--- config.mk ---
export PLATFORM = sky130hd
export DESIGN_NAME = matmul_seq_ctrl_flat
export DESIGN_NICKNAME = d
export VERILOG_FILES = /design/src/rtl/matmul_seq_ctrl_if.sv /design/src/rtl/matmul_seq_ctrl.sv /design/src/flat_wrapper.sv
export SDC_FILE = /design/constraint.sdc
export NUM_CORES = 1
export LEC_CHECK = 0
export ABC_AREA = 1
export BUFFER_PORTS_ARGS = -buffer_cell sky130_fd_sc_hd__buf_2
export CAP_MARGIN = 5
export CELL_PAD_IN_SITES_DETAIL_PLACEMENT = 0
export CELL_PAD_IN_SITES_GLOBAL_PLACEMENT = 1
export CORE_MARGIN = 2
export CORE_UTILIZATION = 48
export CTS_BUF_LIST = sky130_fd_sc_hd__clkbuf_16
export DETAILED_ROUTE_END_ITERATION = 10
export HOLD_SLACK_MARGIN = 0.03
export PLACE_DENSITY_LB_ADDON = 0.2
export SETUP_SLACK_MARGIN = 0.2
export SLEW_MARGIN = 10
export SYNTH_ARGS = -nofsm -noshare
export SYNTH_HDL_FRONTEND = slang
export SYNTH_SLANG_ARGS = --single-unit
--- constraint.sdc ---
create_clock -name clk -period 7.1 [get_ports clk]
set_clock_uncertainty 0.05 [all_clocks]
set_input_delay 0.71 -clock clk [delete_from_list [all_inputs] [get_ports clk]]
set_output_delay 0.71 -clock clk [all_outputs]
set_load 0.05 [all_outputs]
--- src/rtl/matmul_seq_ctrl_if.sv ---
// Bus between the matmul sequencer and its neighbours: UART rx/tx, operand
// buffers, multiplier core and result buffer. master = sequencer side.
interface matmul_seq_ctrl_if #(
  parameter int MAX_DIM    = 8,
  parameter int ELEM_BYTES = 1,
  parameter int RES_BYTES  = 2
);
  localparam int DIM_W  = $clog2(MAX_DIM + 1);
  localparam int ADDR_W = $clog2(MAX_DIM * MAX_DIM);

  logic                    rx_valid;
  logic [7:0]              rx_data;
  logic                    tx_busy;
  logic                    tx_start;
  logic [7:0]              tx_data;
  logic                    mult_start;
  logic                    mult_done;
  logic [DIM_W-1:0]        dim_m;
  logic [DIM_W-1:0]        dim_k;
  logic [DIM_W-1:0]        dim_n;
  logic                    wr_en_a;
  logic                    wr_en_b;
  logic [ADDR_W-1:0]       wr_addr;
  logic [8*ELEM_BYTES-1:0] wr_data;
  logic [ADDR_W-1:0]       res_rd_addr;
  logic [8*RES_BYTES-1:0]  res_rd_data;
  logic [2:0]              state;
  logic [1:0]              err_code;

  modport master (
    input  rx_valid, rx_data, tx_busy, mult_done, res_rd_data,
    output tx_start, tx_data, mult_start, dim_m, dim_k, dim_n,
           wr_en_a, wr_en_b, wr_addr, wr_data, res_rd_addr, state, err_code
  );

  modport slave (
    output rx_valid, rx_data, tx_busy, mult_done, res_rd_data,
    input  tx_start, tx_data, mult_start, dim_m, dim_k, dim_n,
           wr_en_a, wr_en_b, wr_addr, wr_data, res_rd_addr, state, err_code
  );
endinterface

--- src/rtl/matmul_seq_ctrl.sv ---
// Sequencer for the UART-attached matrix multiplier: header parse, operand
// load (A is MxK, B is KxN), multiply kick-off and byte-wise result stream-out.
module matmul_seq_ctrl #(
  parameter int MAX_DIM    = 8,
  parameter int ELEM_BYTES = 1,
  parameter int RES_BYTES  = 2,
  parameter int TIMEOUT    = 1_000_000
) (
  input logic               clk,
  input logic               rst_n,
  matmul_seq_ctrl_if.master bus
);
  localparam int DIM_W  = $clog2(MAX_DIM + 1);
  localparam int ADDR_W = $clog2(MAX_DIM * MAX_DIM);
  localparam int TO_W   = $clog2(TIMEOUT + 1);
  localparam int CNT_W  = ADDR_W + 1;
  localparam int ELEM_W = 8 * ELEM_BYTES;
  localparam int RES_W  = 8 * RES_BYTES;

  localparam logic [3:0]      ELEM_LAST = 4'(ELEM_BYTES - 1);
  localparam logic [3:0]      RES_LAST  = 4'(RES_BYTES - 1);
  localparam logic [7:0]      SYNC_BYTE = 8'hA5;
  localparam logic [7:0]      ERR_BYTE  = 8'hEE;
  localparam logic [7:0]      MAX_DIM_B = 8'(MAX_DIM);
  localparam logic [TO_W-1:0] TO_LAST   = TO_W'(TIMEOUT - 1);

  typedef enum logic [2:0] {
    IDLE    = 3'd0,
    HDR     = 3'd1,
    LOAD_A  = 3'd2,
    LOAD_B  = 3'd3,
    COMPUTE = 3'd4,
    FETCH   = 3'd5,
    SEND    = 3'd6,
    ERR     = 3'd7
  } state_e;

  typedef enum logic [1:0] {
    ERR_NONE    = 2'd0,
    ERR_DIMS    = 2'd1,
    ERR_TIMEOUT = 2'd2
  } err_e;

  state_e              state_q;
  err_e                err_q;
  logic [DIM_W-1:0]    dim_m_q, dim_k_q, dim_n_q;
  logic [1:0]          hdr_idx_q;
  logic                hdr_bad_q;
  logic [CNT_W-1:0]    elem_cnt_q;
  logic [CNT_W-1:0]    res_cnt_q;
  logic [3:0]          byte_idx_q;
  logic [ELEM_W-1:0]   elem_buf_q;
  logic [TO_W-1:0]     to_cnt_q;
  logic                wr_en_a_q, wr_en_b_q, mult_start_q, tx_start_q, fetch_wait_q;
  logic [ADDR_W-1:0]   wr_addr_q, res_rd_addr_q;
  logic [ELEM_W-1:0]   wr_data_q;
  logic [RES_W-1:0]    res_q;
  logic [7:0]          tx_data_q;

  logic [CNT_W-1:0]    prod_mk, prod_kn, prod_mn, elem_cnt_inc, res_cnt_inc, load_total;
  logic [ELEM_W-1:0]   elem_d;
  logic [RES_W-1:0]    send_word;
  logic [3:0]          send_idx;
  logic [7:0]          send_byte;
  logic                dim_bad, elem_done, load_st, to_expire;
  logic                can_tx, send_act, send_last;

  // NOTE: every signal gets an unconditional value here, so no latches are inferred.
  always_comb begin
    prod_mk      = CNT_W'(dim_m_q) * CNT_W'(dim_k_q);
    prod_kn      = CNT_W'(dim_k_q) * CNT_W'(dim_n_q);
    prod_mn      = CNT_W'(dim_m_q) * CNT_W'(dim_n_q);
    load_total   = (state_q == LOAD_A) ? prod_mk : prod_kn;
    elem_cnt_inc = elem_cnt_q + CNT_W'(1);
    res_cnt_inc  = res_cnt_q + CNT_W'(1);
    elem_d       = elem_buf_q | (ELEM_W'(bus.rx_data) << {byte_idx_q, 3'b000});
    elem_done    = (byte_idx_q == ELEM_LAST);
    dim_bad      = (bus.rx_data == 8'd0) || (bus.rx_data > MAX_DIM_B);
    load_st      = (state_q == HDR) || (state_q == LOAD_A) || (state_q == LOAD_B);
    to_expire    = load_st && !bus.rx_valid && (to_cnt_q == TO_LAST);
    // The read-data cycle of FETCH already issues byte 0, straight from the buffer.
    send_word    = (state_q == FETCH) ? bus.res_rd_data : res_q;
    send_idx     = (state_q == FETCH) ? 4'd0 : byte_idx_q;
    send_byte    = 8'(send_word >> {send_idx, 3'b000});
    send_last    = (send_idx == RES_LAST);
    can_tx       = !bus.tx_busy && !tx_start_q;
    send_act     = can_tx && (((state_q == FETCH) && fetch_wait_q) || (state_q == SEND));
  end

  always_ff @(posedge clk or negedge rst_n) begin
    if (!rst_n) begin
      state_q       <= IDLE;
      err_q         <= ERR_NONE;
      dim_m_q       <= '0;
      dim_k_q       <= '0;
      dim_n_q       <= '0;
      hdr_idx_q     <= '0;
      hdr_bad_q     <= 1'b0;
      elem_cnt_q    <= '0;
      res_cnt_q     <= '0;
      byte_idx_q    <= '0;
      elem_buf_q    <= '0;
      to_cnt_q      <= '0;
      wr_en_a_q     <= 1'b0;
      wr_en_b_q     <= 1'b0;
      mult_start_q  <= 1'b0;
      tx_start_q    <= 1'b0;
      fetch_wait_q  <= 1'b0;
      wr_addr_q     <= '0;
      res_rd_addr_q <= '0;
      wr_data_q     <= '0;
      res_q         <= '0;
      tx_data_q     <= '0;
    end else begin
      // NOTE: strobes default low each cycle; later assignments in this block take priority.
      wr_en_a_q    <= 1'b0;
      wr_en_b_q    <= 1'b0;
      mult_start_q <= 1'b0;
      tx_start_q   <= 1'b0;
      to_cnt_q     <= (load_st && !bus.rx_valid) ? to_cnt_q + TO_W'(1) : '0;

      case (state_q)
        IDLE: begin
          if (bus.rx_valid && (bus.rx_data == SYNC_BYTE)) begin
            state_q   <= HDR;
            err_q     <= ERR_NONE;
            hdr_idx_q <= '0;
            hdr_bad_q <= 1'b0;
          end
        end
        HDR: begin
          if (bus.rx_valid) begin
            hdr_idx_q <= hdr_idx_q + 2'd1;
            hdr_bad_q <= hdr_bad_q | dim_bad;
            case (hdr_idx_q)
              2'd0:    dim_m_q <= DIM_W'(bus.rx_data);
              2'd1:    dim_k_q <= DIM_W'(bus.rx_data);
              default: begin
                dim_n_q <= DIM_W'(bus.rx_data);
                if (hdr_bad_q || dim_bad) begin
                  state_q <= ERR;
                  err_q   <= ERR_DIMS;
                end else begin
                  state_q <= LOAD_A;
                end
              end
            endcase
          end
        end
        LOAD_A, LOAD_B: begin
          if (bus.rx_valid) begin
            if (elem_done) begin
              wr_data_q  <= elem_d;
              wr_addr_q  <= ADDR_W'(elem_cnt_q);
              wr_en_a_q  <= (state_q == LOAD_A);
              wr_en_b_q  <= (state_q == LOAD_B);
              elem_buf_q <= '0;
              byte_idx_q <= '0;
              if (elem_cnt_inc == load_total) begin
                elem_cnt_q <= '0;
                if (state_q == LOAD_A) begin
                  state_q <= LOAD_B;
                end else begin
                  state_q      <= COMPUTE;
                  mult_start_q <= 1'b1;
                end
              end else begin
                elem_cnt_q <= elem_cnt_inc;
              end
            end else begin
              elem_buf_q <= elem_d;
              byte_idx_q <= byte_idx_q + 4'd1;
            end
          end
        end
        COMPUTE: begin
          // A done seen on the start cycle is stale from the previous job.
          if (bus.mult_done && !mult_start_q) begin
            state_q       <= FETCH;
            res_cnt_q     <= '0;
            res_rd_addr_q <= '0;
            fetch_wait_q  <= 1'b0;
          end
        end
        FETCH: begin
          if (!fetch_wait_q) begin
            fetch_wait_q <= 1'b1;
          end else begin
            fetch_wait_q <= 1'b0;
            res_q        <= bus.res_rd_data;
            byte_idx_q   <= '0;
            state_q      <= SEND;
          end
        end
        SEND: ;
        ERR: begin
          if (can_tx) begin
            tx_start_q <= 1'b1;
            tx_data_q  <= ERR_BYTE;
            state_q    <= IDLE;
          end
        end
      endcase

      if (send_act) begin
        tx_start_q <= 1'b1;
        tx_data_q  <= send_byte;
        if (send_last) begin
          byte_idx_q <= '0;
          if (res_cnt_inc == prod_mn) begin
            res_cnt_q <= '0;
            state_q   <= IDLE;
          end else begin
            res_cnt_q     <= res_cnt_inc;
            res_rd_addr_q <= ADDR_W'(res_cnt_inc);
            state_q       <= FETCH;
          end
        end else begin
          byte_idx_q <= send_idx + 4'd1;
          state_q    <= SEND;
        end
      end

      if (to_expire) begin
        state_q    <= ERR;
        err_q      <= ERR_TIMEOUT;
        elem_buf_q <= '0;
        byte_idx_q <= '0;
        elem_cnt_q <= '0;
        to_cnt_q   <= '0;
      end
    end
  end

  assign bus.tx_start    = tx_start_q;
  assign bus.tx_data     = tx_data_q;
  assign bus.mult_start  = mult_start_q;
  assign bus.dim_m       = dim_m_q;
  assign bus.dim_k       = dim_k_q;
  assign bus.dim_n       = dim_n_q;
  assign bus.wr_en_a     = wr_en_a_q;
  assign bus.wr_en_b     = wr_en_b_q;
  assign bus.wr_addr     = wr_addr_q;
  assign bus.wr_data     = wr_data_q;
  assign bus.res_rd_addr = res_rd_addr_q;
  assign bus.state       = state_q;
  assign bus.err_code    = err_q;
endmodule

--- src/flat_wrapper.sv ---
// flat-port wrapper written by rule: the top's interface ports become plain ports
module matmul_seq_ctrl_flat 
#(
  parameter int MAX_DIM    = 8,
  parameter int ELEM_BYTES = 1,
  parameter int RES_BYTES  = 2,
  parameter int TIMEOUT    = 1_000_000
)
  (clk, rst_n, bus_rx_valid, bus_rx_data, bus_tx_busy, bus_mult_done, bus_res_rd_data, bus_tx_start, bus_tx_data, bus_mult_start, bus_dim_m, bus_dim_k, bus_dim_n, bus_wr_en_a, bus_wr_en_b, bus_wr_addr, bus_wr_data, bus_res_rd_addr, bus_state, bus_err_code);
  matmul_seq_ctrl_if #(.MAX_DIM(MAX_DIM), .ELEM_BYTES(ELEM_BYTES), .RES_BYTES(RES_BYTES)) bus_i ();
  input logic clk;
  input logic rst_n;
  input wire logic [$bits(bus_i.rx_valid)-1:0] bus_rx_valid;
  input wire logic [$bits(bus_i.rx_data)-1:0] bus_rx_data;
  input wire logic [$bits(bus_i.tx_busy)-1:0] bus_tx_busy;
  input wire logic [$bits(bus_i.mult_done)-1:0] bus_mult_done;
  input wire logic [$bits(bus_i.res_rd_data)-1:0] bus_res_rd_data;
  output wire logic [$bits(bus_i.tx_start)-1:0] bus_tx_start;
  output wire logic [$bits(bus_i.tx_data)-1:0] bus_tx_data;
  output wire logic [$bits(bus_i.mult_start)-1:0] bus_mult_start;
  output wire logic [$bits(bus_i.dim_m)-1:0] bus_dim_m;
  output wire logic [$bits(bus_i.dim_k)-1:0] bus_dim_k;
  output wire logic [$bits(bus_i.dim_n)-1:0] bus_dim_n;
  output wire logic [$bits(bus_i.wr_en_a)-1:0] bus_wr_en_a;
  output wire logic [$bits(bus_i.wr_en_b)-1:0] bus_wr_en_b;
  output wire logic [$bits(bus_i.wr_addr)-1:0] bus_wr_addr;
  output wire logic [$bits(bus_i.wr_data)-1:0] bus_wr_data;
  output wire logic [$bits(bus_i.res_rd_addr)-1:0] bus_res_rd_addr;
  output wire logic [$bits(bus_i.state)-1:0] bus_state;
  output wire logic [$bits(bus_i.err_code)-1:0] bus_err_code;
  assign bus_i.rx_valid = bus_rx_valid;
  assign bus_i.rx_data = bus_rx_data;
  assign bus_i.tx_busy = bus_tx_busy;
  assign bus_i.mult_done = bus_mult_done;
  assign bus_i.res_rd_data = bus_res_rd_data;
  assign bus_tx_start = bus_i.tx_start;
  assign bus_tx_data = bus_i.tx_data;
  assign bus_mult_start = bus_i.mult_start;
  assign bus_dim_m = bus_i.dim_m;
  assign bus_dim_k = bus_i.dim_k;
  assign bus_dim_n = bus_i.dim_n;
  assign bus_wr_en_a = bus_i.wr_en_a;
  assign bus_wr_en_b = bus_i.wr_en_b;
  assign bus_wr_addr = bus_i.wr_addr;
  assign bus_wr_data = bus_i.wr_data;
  assign bus_res_rd_addr = bus_i.res_rd_addr;
  assign bus_state = bus_i.state;
  assign bus_err_code = bus_i.err_code;
  matmul_seq_ctrl #(.MAX_DIM(MAX_DIM), .ELEM_BYTES(ELEM_BYTES), .RES_BYTES(RES_BYTES), .TIMEOUT(TIMEOUT)) u_core (.clk(clk), .rst_n(rst_n), .bus(bus_i));
endmodule
# Yosys cells after proc, flatten, opt, wreduce, memory -nomap -nowiden

Cells that the tools add are included.

Bitwise operators: 3
Reductions and logical operators: 45
Shifts and indexed selects: 2
$mul: 3
Equality and inequality tests: 29
Multiplexer cells: 78
$add $sub $neg: 6
Order comparisons: 1

Operators with widths:

| operator                                                        | number |
|---|---|
| 7-bit 2-to-1 mux                                                | 11 |
| 8-bit 2-to-1 mux                                                | 7 |
| 3-bit 2-to-1 mux                                                | 15 |
| 20-bit 2-to-1 mux                                               | 2 |
| 6-bit 2-to-1 mux                                                | 5 |
| 4-bit 2-to-1 mux                                                | 7 |
| 4-bit by 1-bit != test with 1-bit output, second input constant | 6 |
| 4-bit by 4-bit multiplier with 7-bit output                     | 3 |
| 3-bit AND reduction                                             | 7 |
| 20-bit by 1-bit adder with 20-bit output, second input constant | 1 |
| 20-bit == test, second input constant                           | 1 |
| 1-bit 2-to-1 mux                                                | 18 |
| 3-bit one-hot mux with 6 select lines                           | 1 |
| 16-bit 2-to-1 mux                                               | 1 |
| 16-bit by 7-bit >> shifter with 8-bit output                    | 1 |
| 7-bit by 1-bit adder with 7-bit output, second input constant   | 2 |
| 7-bit == test                                                   | 2 |
| 2-bit nonzero test                                              | 7 |
| 3-bit == test, second input constant                            | 4 |
| 2-bit 2-to-1 mux                                                | 6 |
| 4-bit by 2-bit != test with 1-bit output, second input constant | 3 |
| 10-bit AND reduction                                            | 1 |
| 3-bit by 2-bit != test with 1-bit output, second input constant | 3 |
| 4-bit by 1-bit adder with 4-bit output, second input constant   | 2 |
| 30 further kinds                                                | 51 |

Output and inout port bits: 49
Word-level logic and storage cells: 189
Register bits: 115

# Depth between registers and ports, before layout

Word-level depth: 9
Gate-level depth with buffers: 24
Gate-level depth less buffers: 23

# Least setup slack after synthesis

Ideal clock, no wire load.

Path type: reg2reg
From: register u_core.dim_n_q[2] (netlist: u_core.bus.dim_n[2])
To: register u_core.res_rd_addr_q[1] (netlist: u_core.bus.res_rd_addr[1])
Slack: 3.378 ns
Library setup time: 0.076 ns
Buffers on the path: 2
Data required time: 6.974 ns
Cell stages (with the launch flop): 21
Period minus slack after synthesis: 3.722 ns
Data arrival time: 3.596 ns
Cell sequence: dfrtp_1 clkbuf_1 nand2_1 fa_1 inv_1 fa_1 fa_1 a21oi_1 nor2_1 nor2_1 inv_1 nand2_1 nand2_1 nand2_1 nand2_1 nor2_2 nand2_1 nand2_4 buf_6 nand3_1 o21ai_1

Word-level cells in the longest chain between the ends: 5

Ends and longest elaborated chain:

| item                                        | RTL line               | text |
|---|---|---|
| start: declaration                          | matmul_seq_ctrl.sv:46  | `logic [DIM_W-1:0] dim_m_q, dim_k_q, dim_n_q;` |
| start signal: assignment                    | matmul_seq_ctrl.sv:139 | `dim_n_q <= DIM_W'(bus.rx_data);` |
| 4-bit by 4-bit multiplier with 7-bit output | matmul_seq_ctrl.sv:72  | `prod_mn = CNT_W'(dim_m_q) * CNT_W'(dim_n_q);` |
| 7-bit == test                               | matmul_seq_ctrl.sv:210 | `if (res_cnt_inc == prod_mn) begin` |
| 6-bit 2-to-1 mux                            | matmul_seq_ctrl.sv:210 |  |
| 6-bit 2-to-1 mux                            | matmul_seq_ctrl.sv:208 | `if (send_last) begin` |
| 6-bit 2-to-1 mux                            | matmul_seq_ctrl.sv:205 | `if (send_act) begin` |
| end signal: assignment                      | matmul_seq_ctrl.sv:215 | `res_rd_addr_q <= ADDR_W'(res_cnt_inc);` |
| end: declaration                            | matmul_seq_ctrl.sv:55  | `logic [ADDR_W-1:0] wr_addr_q, res_rd_addr_q;` |

Every way passes these cells.
A chain may end at the register's enable or synchronous reset.

# Worst setup path after layout

From: register u_core.dim_m_q[0] (netlist: u_core.bus.dim_m[0])
To: register u_core.res_cnt_q[3]

Word-level cells in the longest chain between the ends: 5

Ends and longest elaborated chain:

| item                                        | RTL line               | text |
|---|---|---|
| start: declaration                          | matmul_seq_ctrl.sv:46  |  |
| start signal: assignment                    | matmul_seq_ctrl.sv:136 | `2'd0: dim_m_q <= DIM_W'(bus.rx_data);` |
| 4-bit by 4-bit multiplier with 7-bit output | matmul_seq_ctrl.sv:72  |  |
| 7-bit == test                               | matmul_seq_ctrl.sv:210 |  |
| 7-bit 2-to-1 mux                            | matmul_seq_ctrl.sv:210 |  |
| 7-bit 2-to-1 mux                            | matmul_seq_ctrl.sv:208 |  |
| 7-bit 2-to-1 mux                            | matmul_seq_ctrl.sv:205 |  |
| end signal: assignment                      | matmul_seq_ctrl.sv:214 | `res_cnt_q <= res_cnt_inc;` |
| end: declaration                            | matmul_seq_ctrl.sv:50  | `logic [CNT_W-1:0] res_cnt_q;` |

Every way passes these cells.

==> results.sh <==
export IMPL_drv_cap=0
export IMPL_rr_worst_depth=19
export IMPL_vias_per_cell=5.17
export IMPL_num_vias=6131
export IMPL_hpwl_um=12300
export IMPL_p_clk_share_pct=22.3
export IMPL_crit_path_max_incr_delay_ps=560
export IMPL_clk_latency_ps=420
export IMPL_postLayoutCoreUtil_pct=57.0
export IMPL_rows=44
export IMPL_grt_max_degree=74
export IMPL_r2r_start="u_core.bus.dim_m[0]$_DFFE_PN0P_"
export IMPL_synth_distinct_cells=52
export IMPL_pre_cts_slack_ps=3360
export IMPL_synthTopCellsByCount="nand2_1, inv_1, dfrtp_1"
export IMPL_drt_total_wl_um=16800
export IMPL_grt_pass1_vias=5920
export IMPL_worstMarginPinSlew_ps=929
export IMPL_p_comb_share_pct=47.7
export IMPL_synth_seq_cells=115
export IMPL_status="complete, no violations"
export IMPL_syn_avg_cell_area_um2=7.94
export IMPL_max_slew_margin_rel_pct=38.1
export IMPL_p_sw_share_pct=47.1
export IMPL_die_area_um2=16200
export IMPL_pwr_density_cell_nw_per_um2=449
export IMPL_hold_viol_final=0
export IMPL_antenna_found_initial=1
export IMPL_antenna_left=0
export IMPL_r2r_end="u_core.res_cnt_q[3]$_DFF_PN0_"
export IMPL_start_kind="register"
export IMPL_cp_arrival_ps=3990
export IMPL_fin_ws_ps=3350
export IMPL_h_tree_depth=4
export IMPL_post_dp_cell_area_um2=7770
export IMPL_io_pins=78
export IMPL_drive_gt1_share_pct=16.3
export IMPL_yosys_area_top_type="dfrtp_1"
export IMPL_drt_initial_drc_count=278
export IMPL_timing_fmax_mhz=267
export IMPL_core_area_um2=14600
export IMPL_grt_pass1_wl_um=28600
export IMPL_cts_made_buffers=17
export IMPL_rsz0062_at_grt="false"
export IMPL_ir_drop_mv=0.258
export IMPL_num_antenna_cells=0
export IMPL_drc=0
export IMPL_crit_chain="nand2_1 > fa_1 > inv_1 > fa_1 > fa_1 > a21oi_1 > nor2_1 > nor2_1 > inv_1 > nand2_1 > nand2_1 > nand2_1 > nand2_1 > nor2_2 > nand2_1 > nand2_4 > inv_1 > nand3_1 > o31ai_1"
export IMPL_synthFlopType="dfrtp_1"
export IMPL_wire_per_inst_um=14.1
export IMPL_netlist_area_um2=7270
export IMPL_dieWidth_um=127
export IMPL_post_cts_resized=0
export IMPL_crit_start="u_core.bus.dim_m[0]$_DFFE_PN0P_"
export IMPL_finalPower_mw=3.75
export IMPL_clk_pin_slew_ps=50
export IMPL_area_delta_synth_final_pct=14.8
export IMPL_instances_no_fill=1186
export IMPL_cts_tree="yes"
export IMPL_cts_sinks=115
export IMPL_synth_most_common_cell="nand2_1"
export IMPL_synth_async_reset_ratio_pct=100
export IMPL_crit_path_top_delay_cell="dfrtp_1"
export IMPL_synth_cells=916
export IMPL_synthTopCellsByArea="dfrtp_1, nand2_1, inv_1, ha_1, nand3_1"
export IMPL_first_pass_iters=5
export IMPL_setup_tns_ps=0
export IMPL_period_share_pct=52.8
export IMPL_crit_required_ps=7340
export IMPL_synth_top_area_share_pct=39.6
export IMPL_endpoint_kind="register"
export IMPL_die_h_um=127
export IMPL_post_cts_buffers=0
export IMPL_finalSetupViolations=0
export IMPL_ctsHoldBuffers=0
export IMPL_root_buffer="clkbuf_16"
export IMPL_dp_cells=1154
export IMPL_p_sw_mw=1.77
export IMPL_p_seq_share_pct=30.0
export IMPL_syn_nets=994
export IMPL_gp_congestion=0.832
export IMPL_criticalPathCategory="reg2reg"
export IMPL_grt_ovfl_total=0
export IMPL_cpMostUsedCell="nand2_1"
export IMPL_whs_ps=228
export IMPL_power_internal_mw=1.98
export IMPL_yosysWarningCount=0
export IMPL_port_buffers=77
export IMPL_crit_fanout=14
export IMPL_grt_usage_pct=22.1
export IMPL_design_area_um2=8350
export IMPL_cts_path_max_buffers=2
export IMPL_r2r_slack_ps=3350
export IMPL_hold_path_class="in2async"
export IMPL_synth_yosys_seq_area_share_pct=39.6
export IMPL_drv_slew=0
export IMPL_fin_crit_ps=3750
export IMPL_leakagePower_nw=4.58
export IMPL_fin_nets=1067
export IMPL_synth_edff_count=0
export IMPL_start_util_pct=49.7
sequential cells by signal, summed over array words and instances, names as in the netlist:
signal                  count
u_core.res_q               16
u_core.fetch_wait_q         1
u_core.elem_cnt_q           7
u_core.res_cnt_q            7
u_core.bus.state            3
u_core.to_cnt_q            20
u_core.bus.dim_n            4
u_core.bus.wr_en_b          1
u_core.bus.mult_start       1
u_core.bus.tx_start         1
u_core.byte_idx_q           4
u_core.elem_buf_q           8
u_core.bus.tx_data          8
u_core.hdr_idx_q            2
u_core.bus.dim_k            4
u_core.bus.wr_en_a          1
u_core.bus.res_rd_addr      6
u_core.bus.wr_addr          6
u_core.hdr_bad_q            1
u_core.bus.dim_m            4
u_core.bus.wr_data          8
u_core.bus.err_code         2
worst max-delay path, delay by kind of cell, from the launching register on:
family | cells | cell delay (ps)
adders and majority gates | 3 | 1570
and+or+nand+nor | 11 | 990
DFF | 1 | 560
AOI/OAI and AO/OA | 2 | 240
buffers and inverters | 3 | 210
kinds of logic (layout without fill, tap and decap cells):
| kind of cell | count (synthesis) | count (layout) | synth area share, % |
|---|---|---|---|
| buffers and inverters | 170 | 256 | 9.29 |
| xor gates and xnor gates | 22 | 22 | 2.65 |
| muxes | 13 | 13 | 2.01 |
| and+or+nand+nor | 425 | 425 | 27.3 |
| DFF | 115 | 115 | 39.6 |
| adders and majority gates | 49 | 49 | 9.67 |
| AOI/OAI and AO/OA | 122 | 122 | 9.50 |
worst max path at each step:
| stage | end | slack (ps) | depth (start not counted) |
|---|---|---|---|
| 6_report | u_core.res_cnt_q[3]$_DFF_PN0_ | 3350 | 19 |
| 5_1_grt | u_core.res_cnt_q[3]$_DFF_PN0_ | 2960 | 19 |
| 4_1_cts | u_core.res_cnt_q[3]$_DFF_PN0_ | 3330 | 19 |
| 3_5_place_dp | u_core.res_cnt_q[3]$_DFF_PN0_ | 3360 | 19 |
| 3_3_place_gp | u_core.res_cnt_q[3]$_DFF_PN0_ | 3430 | 19 |
| 2_1_floorplan | u_core.bus.res_rd_addr[1]$_DFF_PN0_ | 3380 | 20 |
final cells by class:
type,count,area [um2]
multi-input combinational,631,3720
clock inverter,15,148
fill,1453,6300
sequential,115,2880
inverter,145,546
tap,184,230
timing repair buffer,79,403
clock buffer,17,425
cell usage in the layout (no fill, tap or decap), types with 4 or more instances in the layout:
cell	Yosys	routed
or2_2	6	6
nor2_4	5	5
nand3_2	6	6
nor2_2	5	5
o22ai_1	9	9
fa_1	12	12
a21oi_1	29	29
clkinv_1	1	4
nor3_1	14	14
buf_2	8	76
nand2_2	7	7
o21ai_1	4	4
clkinv_2	1	7
nor2_1	53	53
dfrtp_1	115	115
nand3_1	67	67
o21ai_0	59	59
nand2_1	231	231
mux2_2	13	13
a221oi_1	6	6
inv_1	141	143
clkbuf_16	0	17
o31ai_1	5	5
ha_1	37	37
nand4_1	10	10
xnor2_1	10	10
xor2_1	12	12
power groups by stage:
| stage | clock, mW | combinational [mW] | sequential (mW) |
|---|---|---|---|
| floorplan | 0 | 1.14 | 1.38 |
| global placement | 0 | 1.79 | 1.12 |
| detailed placement | 0 | 1.80 | 1.13 |
| CTS | 0.853 | 1.81 | 1.12 |
| global route | 0.884 | 2.01 | 1.16 |
| finish | 0.835 | 1.79 | 1.13 |
per-layer routing:
metal,up-vias,GRT usage [%],share of wire [%]
met4,0,5.56,1.1
met3,18,4.90,2.8
met2,81,35.9,48
met5,-,0,0
met1,2921,30.2,48
li1,3111,-,-
No activity file was read; power rests on OpenSTA's default activity.
